File: src/rtl/stopwatch_pkg.sv
// Shared constants and state encoding for the stopwatch control slice.
// Imported by stopwatch_ctrl and sw_btn_cond.
package stopwatch_pkg;

  localparam int   DIG_W    = 4;
  localparam logic DIR_UP   = 1'b1;
  localparam logic DIR_DOWN = 1'b0;

  typedef enum logic [2:0] {
    ST_IDLE  = 3'd0,
    ST_RUN   = 3'd1,
    ST_PAUSE = 3'd2,
    ST_LAP   = 3'd3,
    ST_DONE  = 3'd4
  } state_t;

endpackage

File: src/rtl/sw_btn_cond.sv
// Button conditioner: 2-flop sync, tick-paced debounce, press pulse.
// Ports: clk, rst, tick_1ms, btn (raw) -> press (one-clk pulse on 0->1).
module sw_btn_cond
  import stopwatch_pkg::*;
#(
  parameter int DEBOUNCE_MS = 20
) (
  input  logic clk,
  input  logic rst,
  input  logic tick_1ms,
  input  logic btn,
  output logic press
);

  localparam int CW = $clog2(DEBOUNCE_MS + 1);

  logic [1:0]    sync;
  logic          lvl;
  logic [CW-1:0] cnt;
  logic          flip;

  // sampled level differs from the accepted one
  assign flip = sync[1] ^ lvl;

  always_ff @(posedge clk or posedge rst) begin
    if (rst) begin
      sync  <= '0;
      lvl   <= 1'b0;
      cnt   <= '0;
      press <= 1'b0;
    end else begin
      sync  <= {sync[0], btn};
      press <= 1'b0;
      if (tick_1ms) begin
        if (!flip) begin
          cnt <= '0;
        end else if (cnt == CW'(DEBOUNCE_MS - 1)) begin
          cnt   <= '0;
          lvl   <= sync[1];
          press <= sync[1];
        end else begin
          cnt <= cnt + 1'b1;
        end
      end
    end
  end

endmodule

File: src/rtl/stopwatch_ctrl.sv
// Stopwatch control FSM: buttons -> run/clr/dir, lap display, alarm.
// In: clk rst tick_1ms btn_* cnt_* ; out: cnt_run/clr/dir disp_* lap alarm state.
module stopwatch_ctrl
  import stopwatch_pkg::*;
#(
  parameter int DEBOUNCE_MS = 20,
  parameter int ALARM_MS    = 2000
) (
  input  logic             clk,
  input  logic             rst,
  input  logic             tick_1ms,
  input  logic             btn_ss,
  input  logic             btn_lr,
  input  logic             btn_mode,
  input  logic [DIG_W-1:0] cnt_min,
  input  logic [DIG_W-1:0] cnt_smsd,
  input  logic [DIG_W-1:0] cnt_slsd,
  input  logic [DIG_W-1:0] cnt_ms,
  input  logic             cnt_limit,
  output logic             cnt_run,
  output logic             cnt_clr,
  output logic             cnt_dir,
  output logic [DIG_W-1:0] disp_min,
  output logic [DIG_W-1:0] disp_smsd,
  output logic [DIG_W-1:0] disp_slsd,
  output logic [DIG_W-1:0] disp_ms,
  output logic             lap_active,
  output logic             alarm,
  output logic [2:0]       state_o
);

  localparam int AW = $clog2(ALARM_MS + 1);

  logic p_ss, p_lr, p_mode;

  sw_btn_cond #(.DEBOUNCE_MS(DEBOUNCE_MS)) u_ss (
    .clk(clk), .rst(rst), .tick_1ms(tick_1ms),
    .btn(btn_ss), .press(p_ss)
  );
  sw_btn_cond #(.DEBOUNCE_MS(DEBOUNCE_MS)) u_lr (
    .clk(clk), .rst(rst), .tick_1ms(tick_1ms),
    .btn(btn_lr), .press(p_lr)
  );
  sw_btn_cond #(.DEBOUNCE_MS(DEBOUNCE_MS)) u_mode (
    .clk(clk), .rst(rst), .tick_1ms(tick_1ms),
    .btn(btn_mode), .press(p_mode)
  );

  state_t                 state, state_nxt;
  logic                   dir_nxt, clr_nxt, snap_ld;
  logic [4*DIG_W-1:0]     live, snap, disp;
  logic [AW-1:0]          tmr;

  assign live = {cnt_min, cnt_smsd, cnt_slsd, cnt_ms};

  // limit is checked before any press; ss shadows lr
  always_comb begin
    state_nxt = state;
    dir_nxt   = cnt_dir;
    clr_nxt   = 1'b0;
    snap_ld   = 1'b0;
    unique case (state)
      ST_IDLE: begin
        if (p_ss) begin
          if (!cnt_limit) state_nxt = ST_RUN;
        end else if (p_lr) begin
          clr_nxt = 1'b1;
        end
        if (p_mode) dir_nxt = ~cnt_dir;
      end
      ST_RUN: begin
        if (cnt_limit) state_nxt = ST_DONE;
        else if (p_ss) state_nxt = ST_PAUSE;
        else if (p_lr) begin
          state_nxt = ST_LAP;
          snap_ld   = 1'b1;
        end
      end
      ST_LAP: begin
        if (cnt_limit) state_nxt = ST_DONE;
        else if (p_ss) state_nxt = ST_PAUSE;
        else if (p_lr) state_nxt = ST_RUN;
      end
      ST_PAUSE: begin
        if (p_ss) begin
          if (!cnt_limit) state_nxt = ST_RUN;
        end else if (p_lr) begin
          clr_nxt   = 1'b1;
          state_nxt = ST_IDLE;
        end
      end
      ST_DONE: begin
        if (p_ss || p_lr) begin
          clr_nxt   = 1'b1;
          state_nxt = ST_IDLE;
        end
      end
      default: state_nxt = ST_IDLE;
    endcase
  end

  always_ff @(posedge clk or posedge rst) begin
    if (rst) begin
      state   <= ST_IDLE;
      cnt_dir <= DIR_UP;
      cnt_clr <= 1'b0;
      snap    <= '0;
      disp    <= '0;
      tmr     <= '0;
    end else begin
      state   <= state_nxt;
      cnt_dir <= dir_nxt;
      cnt_clr <= clr_nxt;
      if (snap_ld) snap <= live;
      disp <= lap_active ? snap : live;
      if (state != ST_DONE) begin
        tmr <= '0;
      end else if (tick_1ms && tmr != AW'(ALARM_MS)) begin
        tmr <= tmr + 1'b1;
      end
    end
  end

  assign cnt_run    = (state == ST_RUN) || (state == ST_LAP);
  assign lap_active = (state == ST_LAP);
  assign alarm      = (state == ST_DONE) && (cnt_dir == DIR_DOWN)
                   && (tmr != AW'(ALARM_MS));
  assign state_o    = state;

  assign {disp_min, disp_smsd, disp_slsd, disp_ms} = disp;

endmodule

File: config.mk
export PLATFORM = sky130hd
export DESIGN_NAME = stopwatch_ctrl
export DESIGN_NICKNAME = d
export VERILOG_FILES = /design/src/rtl/stopwatch_pkg.sv /design/src/rtl/sw_btn_cond.sv /design/src/rtl/stopwatch_ctrl.sv
export SDC_FILE = /design/constraint.sdc
export NUM_CORES = 1
export LEC_CHECK = 0
export CORE_AREA = 2 2 95 97
export DETAILED_ROUTE_END_ITERATION = 16
export DIE_AREA = 0 0 97 99
export GPL_ROUTABILITY_DRIVEN = 0
export PLACE_DENSITY = 0.68
export SYNTH_ARGS = -nofsm -noshare
export SYNTH_HDL_FRONTEND = slang
export SYNTH_SLANG_ARGS = --single-unit
File: constraint.sdc
create_clock -name clk -period 7.3 [get_ports clk]
set_input_delay 1.46 -clock clk [delete_from_list [all_inputs] [get_ports clk]]
set_output_delay 1.46 -clock clk [all_outputs]
set_load 0.02 [all_outputs]
# == Yosys cells after proc, flatten, opt, wreduce, memory -nomap -nowiden ==
# Index checks and enable logic that the tools add are counted.
# totals
reg_bits,75
in_bits,23
out_inout_bits,24
# op_classes
n_eq_ne,14
addsub,4
muxes,36
n_reduce_logical,13
n_bitwise,4
# ops
op,count
two-way mux 3 bit,11
two-way mux 5 bit,6
two-way mux 11 bit,2
two-way mux 16 bit,1
adder 5 x 1 -> 5 bit (second input constant),3
== test 5 bit (second input constant),3
case mux 3 bit (5 select lines),1
two-way mux 1 bit,14
adder 11 x 1 -> 11 bit (second input constant),1
inequality test 11 bit (second input constant),1
AND reduction 3 bit,3
inequality test 4 x 2 -> 1 bit (second input constant),2
== test 3 x 2 -> 1 bit (second input constant),2
AND reduction 5 bit,1
== test 3 x 1 -> 1 bit (second input constant),1
== test 3 bit (second input constant),1
logical AND 1 bit,3
logical NOT 3 bit,1
inequality test 3 x 1 -> 1 bit (second input constant),1
inequality test 3 bit (second input constant),1
bitwise XOR 1 bit,3
logical OR 1 bit,2
inequality test 2 x 1 -> 1 bit (second input constant),1
inequality test 2 bit (second input constant),1
other kinds (5),5

# == Longest topological paths before layout ==
# logic_depth
depth_word,4
depth_mapped,6
mapped_depth_nobuf,6

# == Hierarchy ==
# From an unflattened synthesis, not the netlist that was laid out.
# unflattened
hier_cells,269
hier_area_um2,3370.7
# by_module_without_submodules
module,seq_area_each_um2,area_each_um2,cells_per_inst,n_inst
stopwatch_ctrl,1202.4,2105.8,164,1
sw_btn_cond,225.2,421.7,35,3

# == Worst setup path after synthesis ==
# OpenSTA, ideal clock, no wires.
# synth_timing
path_type,register to output
start,"register state[2], in the netlist state_o[2]"
end,output lap_active
path_slack_ns,4.521
required_time_ns,5.840
arrival_time_ns,1.319
path_buffers,2
path_stages_with_launch,6
cell_sequence,dfrtp_1 -> buf_2 -> nor2b_4 -> nand2_4 -> buf_6 -> inv_1
# synth_between
elab_chain_cells,1
# synth_lines
item,line,text
"start, declared",stopwatch_ctrl.sv:49,"state_t state, state_nxt;"
"start signal, assigned",stopwatch_ctrl.sv:111,state <= state_nxt;
== test 3 x 2 -> 1 bit,stopwatch_ctrl.sv:125,assign lap_active = (state == ST_LAP);
"end, declared",stopwatch_ctrl.sv:27,"output logic lap_active,"
# Every way passes these cells.

# == Final worst setup path ==
# layout_timing
start,"register state[1], in the netlist state_o[1]"
end,output alarm
# layout_between
elab_chain_cells,3
# layout_lines
item,line,text
== test 3 bit,stopwatch_ctrl.sv:126,assign alarm = (state == ST_DONE) && (cnt_dir == DIR_DOWN)
logical AND 1 bit,stopwatch_ctrl.sv:126,
logical AND 1 bit,stopwatch_ctrl.sv:127,&& (tmr != AW'(ALARM_MS));
"end, declared",stopwatch_ctrl.sv:28,"output logic alarm,"
# Every way passes these cells.

==> metrics.md <==
| Metric | Value |
|---|---|
| Final hold slack | `around 350 ps` |
| I/O pins | `47` |
| Syn. warnings | `0` |
| Worst-case clock buffer depth | `2` |
| Crit path kind | `flip-flop to output port` |
| CP peak stage delay | `roughly 640 ps` |
| Share of cells above drive strength 1 | `17.52%` |
| Worst Clk Skew | `approximately 6.0 ps` |
| Synth cell types | `40` |
| Final setup fails | `0` |
| Drt pass-1 iters | `4` |
| Ys async rst share | `100.0%` |
| Hold Path Stages | `0` |
| Register-to-Register Path Depth | `4` |
| Tmin final | `around 3700 ps` |
| DRT iter0 DRCs | `100` |
| Critical Path RT | `just under 6000 ps` |
| H-tree depth | `3` |
| Synth area leaders | `dfrtp_1 56%, mux2_4 8.6%, mux2_2 4.8%, nand2_1 2.3%, o21ai_0 2.1%` |
| N_diodes | `0` |
| Pwr/cell area | `about 210 nW/µm²` |
| Die Y | `between 90 and 100 µm` |
| RSZ-0062 raised after global routing | `false` |
| Max cap viols | `0` |
| Count leader, synth | `dfrtp_1` |
| Post-CTS resize count | `0` |
| Core area | `8551 µm²` |
| Pins over their slew limit | `0` |
| Worst Path Buf+Inv | `1` |
| CP max FO | `12` |
| Vias/cell | `about 5` |
| Area grow syn2layout | `21.99%` |
| Reg2reg setup slack | `approximately 5700 ps` |
| Crit path max-delay family | `simple AND/OR/NAND/NOR gates` |
| PortBufs | `46` |
| Setup Fix Bufs, Post-CTS | `0` |
| Worst reg2reg startpoint | `u_lr.cnt[0]` |
| Worst Tran Pin Value | `a little over 900 ps` |
| GRT Residual Overflow | `0` |
| Post-Syn Nets | `roughly 290` |
| Largest net degree at the start of global routing | `76` |
| Hold Path Class | `flip-flop to flip-flop` |
| Hold-fix buffers, CTS | `0` |
| Number of synthesized flops with an enable pin | `0` |
| Post-Route WL | `between 5000 and 6000 µm` |
| Register area share after synthesis | `about 57%` |
| Reg clk slew, reported paths | `about 70 ps` |
| GRT Util Overall | `13.26%` |
| Syn avg cell area | `~13 µm²` |
| Synth top cells by count | `74 x dfrtp_1, 20 x nand2_1, 19 x mux2_4` |
| Cts bufs inserted | `9` |
| Mapped Cells | `259` |
| Critical path's slowest cell | `clkdlybuf4s50_1` |
| Max IR drop VDD | `111.1 µV` |
| Worst reg2reg path endpoint | `u_lr.cnt[3]` |
| Status | `completed` |
| Hold Path Origin | `u_lr.sync[0]` |
| Clk sinks | `75` |
| # fillers | `approximately 760` |
| Die width | `97 µm` |
| Root buffer cell | `clkbuf_8` |
| Max Clock Freq | `approximately 270 MHz` |
| Rel. slew slack | `38.31%` |
| Leakage | `1.836 nW` |
| Vias in the first global route | `roughly 2.2k` |
| Skew-Pair Late Insertion Delay | `about 340 ps` |
| Antenna Nets Post-Route | `0` |
| Yosys top cell by area | `dfrtp_1` |
| Hpwl dp | `around 3800 µm` |
| Synthesized flop and latch total | `75` |
| Via Count | `~2.1k` |
| Synth top area share | `about 56%` |
| Post-synth top flop | `dfrtp_1` |
| WP data arrival | `~2300 ps` |
| Fin. Hold Viols | `0` |
| Die area | `between 9000 and 10000 µm²` |
| Synth Cell Area | `between 3000 and 4000 µm²` |
| Initial antenna violation count | `0` |
| Final worst path period share | `50.88%` |
| Crit-path cells | `nor2_1 > nand2_1 > nor3_1 > clkdlybuf4s50_1` |
| # nets final | `339` |
| CTS tree | `done` |
| CP Launch Type | `flip-flop` |
| WL per Instance | `roughly 14 µm` |
| Residual DRC | `0` |
| Setup crit end kind | `output port` |
| Hold EP | `u_lr.sync[1]` |
| First-pass GRT wire length | `roughly 10000 µm` |
| Num rows | `34` |
| Initial Utilization | `around two fifths` |
| Setup_tns | `0 ps` |
==> sequential cells by signal (all words and copies together), names as in the netlist <==
signal,cells
u_mode.lvl,1
disp,16
u_ss.cnt,5
u_lr.sync,2
cnt_dir,1
tmr,11
u_mode.cnt,5
u_lr.cnt,5
u_ss.press,1
state_o,3
u_ss.sync,2
u_ss.lvl,1
snap,16
u_mode.press,1
cnt_clr,1
u_lr.lvl,1
u_lr.press,1
u_mode.sync,2
==> cell families (layout without fill, tap and decap cells) <==
group | count (synthesis) | count (layout) | synth area share (%)
AOI/OAI and AO/OA | 31 | 31 | 6.224
xor gates and xnor gates | 13 | 13 | 3.433
adders and majority gates | 5 | 5 | 1.886
buffers and inverters | 12 | 67 | 1.886
DFF | 75 | 75 | 56.62
muxes | 39 | 39 | 15.35
and+or+nand+nor | 84 | 84 | 14.60
==> worst reg2reg max path: stages (launching register included) <==
cell	delay, ps
dfrtp_1	410
ha_1	250
and4bb_1	250
or3_1	370
o31ai_1	260
==> placed cells by master, fill, tap and decap left out, types with 2 or more instances in the layout <==
cell,Yosys,final
nand2b_1,3,3
inv_1,6,5
nand2_1,20,20
nor3_1,7,7
nor3b_1,7,7
nand4b_1,3,3
xor2_1,5,5
clkbuf_8,0,11
clkinv_2,0,3
mux2_1,5,5
nand4_1,4,4
o31ai_1,5,5
and3_1,4,4
mux2_2,14,14
dfrtp_1,74,74
and4bb_1,2,2
nor2_1,14,14
o2bb2ai_1,3,3
or3_1,4,4
nand3_1,6,6
clkdlybuf4s50_1,0,46
a21oi_1,5,5
mux2_4,19,19
ha_1,5,5
xnor2_1,8,8
nor2b_1,3,3
o21ai_0,14,14
==> per-layer routing <==
metal / vias up / track usage (%) / routed length (µm)
met4: 0 / 7.801 / 138
met2: 36 / 20.41 / 2678
met3: 11 / 3.333 / 252
met1: 1033 / 17.03 / 2684
met5: - / 0 / 0
li1: 1020 / - / -
==> how the worst max path moves through the flow <==
stage / startpoint / end / slack (ps) / cells past startpoint
floorplan: rst / cnt_clr / 3930 / 1
global placement: tick_1ms / u_ss.cnt[3] / 3760 / 4
detailed placement: tick_1ms / u_lr.cnt[3] / 3590 / 4
CTS: state_o[1] / alarm / 3570 / 4
global route: state_o[1] / alarm / 3350 / 4
finish: state_o[1] / alarm / 3590 / 4
==> layout make-up <==
cell class | count | area (µm²) | area share [%]
well taps | 108 | 135.1 | 3.340
flip-flops and latches | 75 | 1878 | 46.41
inverters | 6 | 22.52 | 0.5566
multi-input cells | 172 | 1376 | 34.01
clock buffers | 11 | 151.4 | 3.741
clock inverters | 3 | 15.01 | 0.3711
repair buffers | 47 | 467.9 | 11.56
==> through the flow <==
step / area [µm²] / worst slack [ps] / total power, mW / instances / utilization (%)
finish: 4046 / 3586 / 0.8533 / 422 / 47.32
CTS: 4046 / 3570 / 0.8652 / 422 / 47.32
global route: 4046 / 3346 / 0.9018 / 422 / 47.32
floorplan: 3317 / 3932 / 0.5382 / 259 / -
global placement: 3880 / 3760 / 0.5788 / 408 / 45.38
detailed placement: 3880 / 3592 / 0.5827 / 408 / 45.38
==> report_power, final <==
group	switching [mW]	internal [mW]
registers	0.0212	0.442
clock network	0.143	0.136
logic	0.0539	0.0565
total	0.218	0.635
Note: power is estimated with default switching activity, not from simulation.
